===== config.mk =====
export PLATFORM = sky130hd
export DESIGN_NAME = cubic_inv_solver
export DESIGN_NICKNAME = d
export VERILOG_FILES = /design/src/rtl/cubic_inv_solver.sv
export SDC_FILE = /design/constraint.sdc
export NUM_CORES = 1
export LEC_CHECK = 0
export CORE_ASPECT_RATIO = 0.5
export CORE_UTILIZATION = 35
export CTS_CLUSTER_DIAMETER = 80
export DETAILED_ROUTE_END_ITERATION = 8
export HOLD_SLACK_MARGIN = 0.06
export PLACE_DENSITY = 0.56
export SETUP_SLACK_MARGIN = 0.5
export SLEW_MARGIN = 20
export SYNTH_ARGS = -nofsm -noshare
export SYNTH_HDL_FRONTEND = slang
export SYNTH_SLANG_ARGS = --single-unit

===== constraint.sdc =====
create_clock -name clk -period 28.5 [get_ports clk]
set_input_delay 7.125 -clock clk [delete_from_list [all_inputs] [get_ports clk]]
set_output_delay 7.125 -clock clk [all_outputs]
set_load 0.03 [all_outputs]

===== src/rtl/cubic_inv_solver.sv =====
// cubic_inv_solver: bisection inverse of fq(x) = ((COEF*x^3) >>> SHIFT) + BIAS, one x bit per cycle.
// Optional macro ROUND_NEAREST_EN adds a ROUND state that picks the nearer of x and x+1.
module cubic_inv_solver #(
    parameter int WIDTH = 10,
    parameter int COEF  = 218,
    parameter int SHIFT = 23,
    parameter int BIAS  = 64
) (
    input  logic             clk,
    input  logic             rst_n,
    input  logic             in_valid,
    output logic             in_ready,
    input  logic [WIDTH-1:0] y_in,
    output logic             out_valid,
    input  logic             out_ready,
    output logic [WIDTH-1:0] x_out,
    output logic             busy
);
    // state  | meaning
    // IDLE   | waiting for y_in
    // SEARCH | one trial bit of the offset code per cycle, MSB first
    // ROUND  | nearest-rounding step (ROUND_NEAREST_EN only)
    // DONE   | x_out valid, held until out_ready
    localparam int X3W = 3 * WIDTH - 2;
    localparam int PW  = X3W + 8;
    localparam int KW  = $clog2(WIDTH);
    localparam logic [WIDTH-1:0] MSB = {1'b1, {(WIDTH-1){1'b0}}};
    localparam logic [WIDTH-1:0] ONE = {{(WIDTH-1){1'b0}}, 1'b1};
    localparam logic signed [PW-1:0] COEF_W = PW'(COEF);
    localparam logic signed [PW-1:0] BIAS_W = PW'(BIAS);

    typedef enum logic [1:0] {S_IDLE, S_SEARCH, S_ROUND, S_DONE} state_t;

    function automatic logic signed [PW-1:0] fq(input logic [WIDTH-1:0] x);
        logic signed [X3W-1:0] xe;
        logic signed [X3W-1:0] c3;
        logic signed [PW-1:0]  x3;
        logic signed [PW-1:0]  p;
        xe = {{(X3W-WIDTH){x[WIDTH-1]}}, x};
        c3 = xe * xe * xe;
        x3 = {{(PW-X3W){c3[X3W-1]}}, c3};
        p  = COEF_W * x3;
        return (p >>> SHIFT) + BIAS_W;
    endfunction

    state_t                r_state;
    logic signed [PW-1:0]  r_y;
    logic [WIDTH-1:0]      r_u;
    logic [KW-1:0]         r_k;
    logic [WIDTH-1:0]      r_x_out;
    logic                  r_in_ready;
    logic                  r_out_valid;
    logic                  r_busy;

    logic [WIDTH-1:0]      w_t;
    logic [WIDTH-1:0]      w_u_next;
    logic                  w_le;

    // Trial code t is an offset code; flipping the MSB gives the signed x.
    assign w_t      = r_u | (ONE << r_k);
    assign w_le     = (fq(w_t ^ MSB) <= r_y);
    assign w_u_next = w_le ? w_t : r_u;

`ifdef ROUND_NEAREST_EN
    localparam logic [WIDTH-1:0] MAXX = ~MSB;
    logic signed [PW-1:0]  w_d0;
    logic signed [PW-1:0]  w_d1;
    logic signed [PW-1:0]  w_a0;
    logic signed [PW-1:0]  w_a1;
    logic                  w_up;

    assign w_d0 = r_y - fq(r_x_out);
    assign w_d1 = fq(r_x_out + ONE) - r_y;
    assign w_a0 = w_d0[PW-1] ? -w_d0 : w_d0;
    assign w_a1 = w_d1[PW-1] ? -w_d1 : w_d1;
    assign w_up = (r_x_out != MAXX) && (w_a1 < w_a0);
`endif

    always_ff @(posedge clk or negedge rst_n) begin
        if (!rst_n) begin
            r_state     <= S_IDLE;
            r_y         <= '0;
            r_u         <= '0;
            r_k         <= '0;
            r_x_out     <= '0;
            r_in_ready  <= 1'b1;
            r_out_valid <= 1'b0;
            r_busy      <= 1'b0;
        end else begin
            case (r_state)
                S_IDLE: begin
                    if (in_valid && r_in_ready) begin
                        r_y        <= {{(PW-WIDTH){y_in[WIDTH-1]}}, y_in};
                        r_u        <= '0;
                        r_k        <= KW'(WIDTH - 1);
                        r_state    <= S_SEARCH;
                        r_in_ready <= 1'b0;
                        r_busy     <= 1'b1;
                    end
                end
                S_SEARCH: begin
                    r_u <= w_u_next;
                    r_k <= r_k - KW'(1);
                    if (r_k == '0) begin
                        r_x_out <= w_u_next ^ MSB;
`ifdef ROUND_NEAREST_EN
                        r_state <= S_ROUND;
`else
                        r_state     <= S_DONE;
                        r_busy      <= 1'b0;
                        r_out_valid <= 1'b1;
`endif
                    end
                end
`ifdef ROUND_NEAREST_EN
                S_ROUND: begin
                    if (w_up) begin
                        r_x_out <= r_x_out + ONE;
                    end
                    r_state     <= S_DONE;
                    r_busy      <= 1'b0;
                    r_out_valid <= 1'b1;
                end
`endif
                S_DONE: begin
                    if (out_ready) begin
                        r_state     <= S_IDLE;
                        r_out_valid <= 1'b0;
                        r_in_ready  <= 1'b1;
                    end
                end
                default: begin
                    r_state     <= S_IDLE;
                    r_in_ready  <= 1'b1;
                    r_out_valid <= 1'b0;
                    r_busy      <= 1'b0;
                end
            endcase
        end
    end

    assign in_ready  = r_in_ready;
    assign out_valid = r_out_valid;
    assign busy      = r_busy;
    assign x_out     = r_x_out;
endmodule


Word-level counts from Yosys, hierarchy flattened
Index checks and enable logic that the tools add are counted.
{ "word_totals": {"regBits": 39} }
{ "classes": {"n_addsub": 2, "multipliers": 3, "order_cmp": 1, "eq_ne": 5, "n_shift": 1, "n_mux": 18, "n_bitwise": 6, "reduce_logical": 11} }
{ "ops": {"columns": ["operator", "count"], "rows": [
  ["$mul A8 B28 Y35 const A", 1],
  ["$mul A20 B10 Y28", 1],
  ["$mul A10 B10 Y20", 1],
  ["$mux W10", 2],
  ["$pmux W10 S2", 1],
  ["$add A13 B8 Y14 const B", 1],
  ["$le A14 B10 Y1", 1],
  ["$reduce_and A3 Y1", 4],
  ["$or A10 B10 Y10", 1],
  ["$shl A1 B4 Y10 const A", 1],
  ["$pmux W1 S3", 3],
  ["$pmux W4 S2", 1],
  ["$mux W1", 6],
  ["$mux W2", 3],
  ["$ne A2 B2 Y1 const B", 3],
  ["$pmux W2 S3", 1],
  ["$reduce_and A2 Y1", 3],
  ["$not A1 Y1", 5],
  ["$logic_not A4 Y1", 1],
  ["$mux W4", 1],
  ["$sub A4 B1 Y4 const B", 1],
  ["$eq A2 B1 Y1 const B", 1],
  ["$eq A2 B2 Y1 const B", 1],
  ["$logic_not A2 Y1", 1],
  ["other kinds (2)", 2]
]} }

Logic depth before layout (Yosys ltp)
{ "logic_depth": {"word_depth": 10, "ltp_mapped": 70, "ltp_nobuf": 69} }

Worst setup path before layout
No wires, ideal clock.
{ "synth_timing": {"path_kind": "register to register", "startpoint": "reg r_k[1]", "endpoint": "reg r_u[0]", "setup_ns": 0.086, "arrival_time_ns": 16.064, "setup_slack_ns": 12.350, "path_stages_with_launch": 60, "cell_sequence": "dfrtp_1 inv_1 ha_1 a21oi_1 clkbuf_1 nand2_1 inv_1 fa_1 inv_1 fa_1 fa_1 fa_1 fa_1 inv_1 ha_1 nand3_1 a2111oi_1 a2111oi_2 [... 24 more ...] fa_1 fa_1 inv_1 fa_1 ha_1 nand4_1 a2111oi_2 or3_1 nand4_1 or4_1 o211ai_1 xor2_1 ha_1 nand4_1 or4_1 o311ai_1 nand3_1 o21ai_0"} }
{ "synth_via": {"elab_chain_cells": 10} }
{ "synth_lines": {"columns": ["item", "line_no", "rtl"], "rows": [
  ["start, declared", "49", "logic [KW-1:0] r_k;"],
  ["start signal, assigned", "95", "r_k <= KW'(WIDTH - 1);"],
  ["start signal, assigned", "103", "r_k <= r_k - KW'(1);"],
  ["$shl A1 B4 Y10 (*)", "60", "assign w_t = r_u | (ONE << r_k);"],
  ["$or A10 B10 Y10 (*)", "60", null],
  ["$not A1 Y1 (no line)", null, null],
  ["$mul A10 B10 Y20", "40", "c3 = xe * xe * xe;"],
  ["$mul A20 B10 Y28", "40", null],
  ["$mul A8 B28 Y35", "42", "p = COEF_W * x3;"],
  ["$add A13 B8 Y14", "43", "return (p >>> SHIFT) + BIAS_W;"],
  ["$le A14 B10 Y1", "61", "assign w_le = (fq(w_t ^ MSB) <= r_y);"],
  ["$mux W10 (*)", "62", "assign w_u_next = w_le ? w_t : r_u;"],
  ["$pmux W10 S2 (*)", "90", "case (r_state)"],
  ["end signal, assigned", "102", "r_u <= w_u_next;"],
  ["end, declared", "48", "logic [WIDTH-1:0] r_u;"]
]} }
Every way passes the cells marked *; elsewhere a longest branch is shown, timed or not.
A chain may end at the register's enable or synchronous reset.

Worst setup path after layout
Ends and elaborated chain as after synthesis.

==> flow_summary.ini <==
[run_status]
status = finished, final reports clean

[floorplan]
initial_utilization_pct = 35.8
core_area_mm2 = 0.0441
dieArea_mm2 = 0.0460
die_y_um = 152
io_pins = 27
die_w_um = 302
fp-row-count = 54

[finish]
fillers = 4491
syn_to_final_growth_pct = 7.43
fin_area_mm2 = 0.0170
nets = 2341
fin_cells = 2380
drive_above_1_share_pct = 2.57
n_antenna_cell = 0

[clock_network]
hold_buffers = 0
clk_pin_slew_worst_paths_ns = 0.06
cts_setup_buffers = 0
clock-sinks = 39
cts_resized = 0
htree_levels = 2
tritoncts = done
clkLatencyLatePin_ns = 0.29
root_buffer = clkbuf_16
numCtsBuffers = 5
max-clock-path-buffers = 2

[global_routing]
grt_start_max_net_pins = 40
grt.busiest_layer = met2
grt_pass1_wl_um = 60400
use_met1_pct = 25.2
grt_pass1_vias = 11500
overflow = 0
antenna_found_initial = 0
grt_use_met3_pct = 1.85
grt_util_all_layers_pct = 16.3
gr-usage-met2_pct = 25.2

[sta]
setup_tns_ns = 0
rsz0062_at_grt = false
final-hold-violation-count = 0
skew_ns = 0.00540
fin_crit_ns = 18.59
tightest_slew_ns = 0.978
final-setup-viol-count = 0
fin_crit_sh_pct = 65.2
clock.fmax_ghz = 0.0538
slew_headroom_pct = 34.6
drv_slew = 0

[synth]
syn_area_mm2 = 0.0158
synth-seq-area-share_pct = 6.19
yosys.area.top_type = fa_1
async_reset_ff_share_pct = 100
ys_ff_latch = 39
synthFlopType = dfrtp_1
postSynthCellCount = 1775
syn_avg_cell_area_um2 = 8.89
synthTopCellsByArea = fa_1 (40%), ha_1 (18%), inv_1 (11%)
synth-edff-count = 0
synth_top_area_share_pct = 39.7
synth_cell_types = 60
yosys_warnings = 0

[detailed_routing]
wirelength_um = 36000
postRouteAntennaNets = 0
wl_per_cell_um = 15.1
drtPass1Iterations = 5
vias_per_cell = 4.72
drcViolationCount = 0
vias = 11200
dr.first_iter.drc_count = 650

[critical_path]
r2r_cells = 58
crit_type = flop to flop
crit_path_frequent_cell = fa_1
cp_max_fo = 17
critical-path-slowest-cell = fa_1
cpPeakStageDelay_ns = 0.72
cp-end-kind = flop
required_ns = 28.70
arrival_ns = 18.79
startpoint_type = flop

[worst_hold_path]
worstHoldPathCells = 2
min_path_type = flop to flop

[placement]
hpwl_um = 30500
place.gp.congestion = 0.840
dp_cells = 2372
portBuffers = 26
place_area_mm2 = 0.0168

[job]
drv_cap = 0
sequential cells by signal, summed over array words and instances, names as in the netlist:
name,flops
r_y,10
r_u,10
x_out,10
r_state,2
r_k,4
in_ready,1
busy,1
out_valid,1
metrics by stage:
stage | hold slack, ns | util, % | setup WS, ns
2_1_floorplan | 0.452 | - | 12.35
3_3_place_gp | 0.460 | 38.1 | 10.42
3_5_place_dp | 0.462 | 38.1 | 9.94
4_1_cts | 0.479 | 38.5 | 9.87
5_1_grt | 0.506 | 38.5 | 8.68
6_report | 0.472 | 38.5 | 9.91
synth_stat cells, drive strengths merged (5+ instances only):
cell type  instances
a2111oi            6
a211oi             5
a21o              20
a21oi             49
a31oi              8
and2              18
and3               8
buf                5
clkbuf            30
dfrtp             38
fa               313
ha               223
inv              460
nand2            178
nand2b            21
nand3             19
nand4              8
nor2             139
nor2b             10
nor3              17
o21a              14
o21ai             47
o21bai             8
o31ai              5
or3                7
xnor2             58
xor2              21
metal layers:
layer / part of all wire [%] / up-vias
li1: - / 5438
met1: 51 / 5564
met2: 43 / 207
met3: 4.7 / 24
met4: 0.79 / 0
met5: 0 / -
critical path: cells and delay by family (launching register included):
kind,cells,cell delay (ns)
adder cells (fa/ha/maj),19,8.59
flip-flops,1,0.42
XOR/XNOR,5,1.42
AO/OA/AOI/OAI,17,4.44
buffers and inverters,8,1.12
AND/OR/NAND/NOR,9,2.48
cell usage in the layout, fill, tap and decap left out, types with 14 or more instances in the layout:
master and n:
nand2_1 178, xnor2_1 57, nor2_1 137, o21a_1 14
nand2b_1 21, and2_1 18, dfrtp_1 38, nand3_1 19
fa_1 313, ha_1 223, o21ai_0 43, a21oi_1 47
nor3_1 16, xor2_1 21, buf_4 17, inv_1 460
a21o_1 20, clkdlybuf4s50_1 25
final timing paths:
path	from	slack, ns	end
worst max-delay path	r_k[1]$_DFFE_PN0P_	9.91	r_u[0]$_DFFE_PN0P_
worst min-delay path	x_out[7]$_DFFE_PN0P_	0.47	x_out[7]$_DFFE_PN0P_
worst max register to register	r_k[1]$_DFFE_PN0P_	9.91	r_u[0]$_DFFE_PN0P_
worst min register to register	x_out[7]$_DFFE_PN0P_	0.47	x_out[7]$_DFFE_PN0P_
max in group asynchronous	rst_n	20.99	r_y[1]$_DFFE_PN0P_
min in group asynchronous	rst_n	6.96	busy$_DFFE_PN0P_
final cells by class:
cell class	count	area, um2	area share (%)
Timing Repair Buffer	43	383	2.26
Clock inverter	3	46.3	0.273
Clock buffer	5	125	0.738
Multi-Input combinational cell	1242	13000	76.5
Tap cell	588	736	4.34
Inverter	460	1730	10.2
Sequential cell	39	977	5.76
cells by family after synthesis:
family,count (synthesis),share of synthesized area (%)
simple gates,435,12.0
compound gates,188,8.01
fa+ha+maj,536,57.4
buf+inv,495,11.8
mux,2,0.166
other cells,1,0.0238
flops,39,6.19
xor+xnor,79,4.43
Power is not shown: default switching activity piles up to over one toggle a cycle in this logic, so the estimate is an artifact.
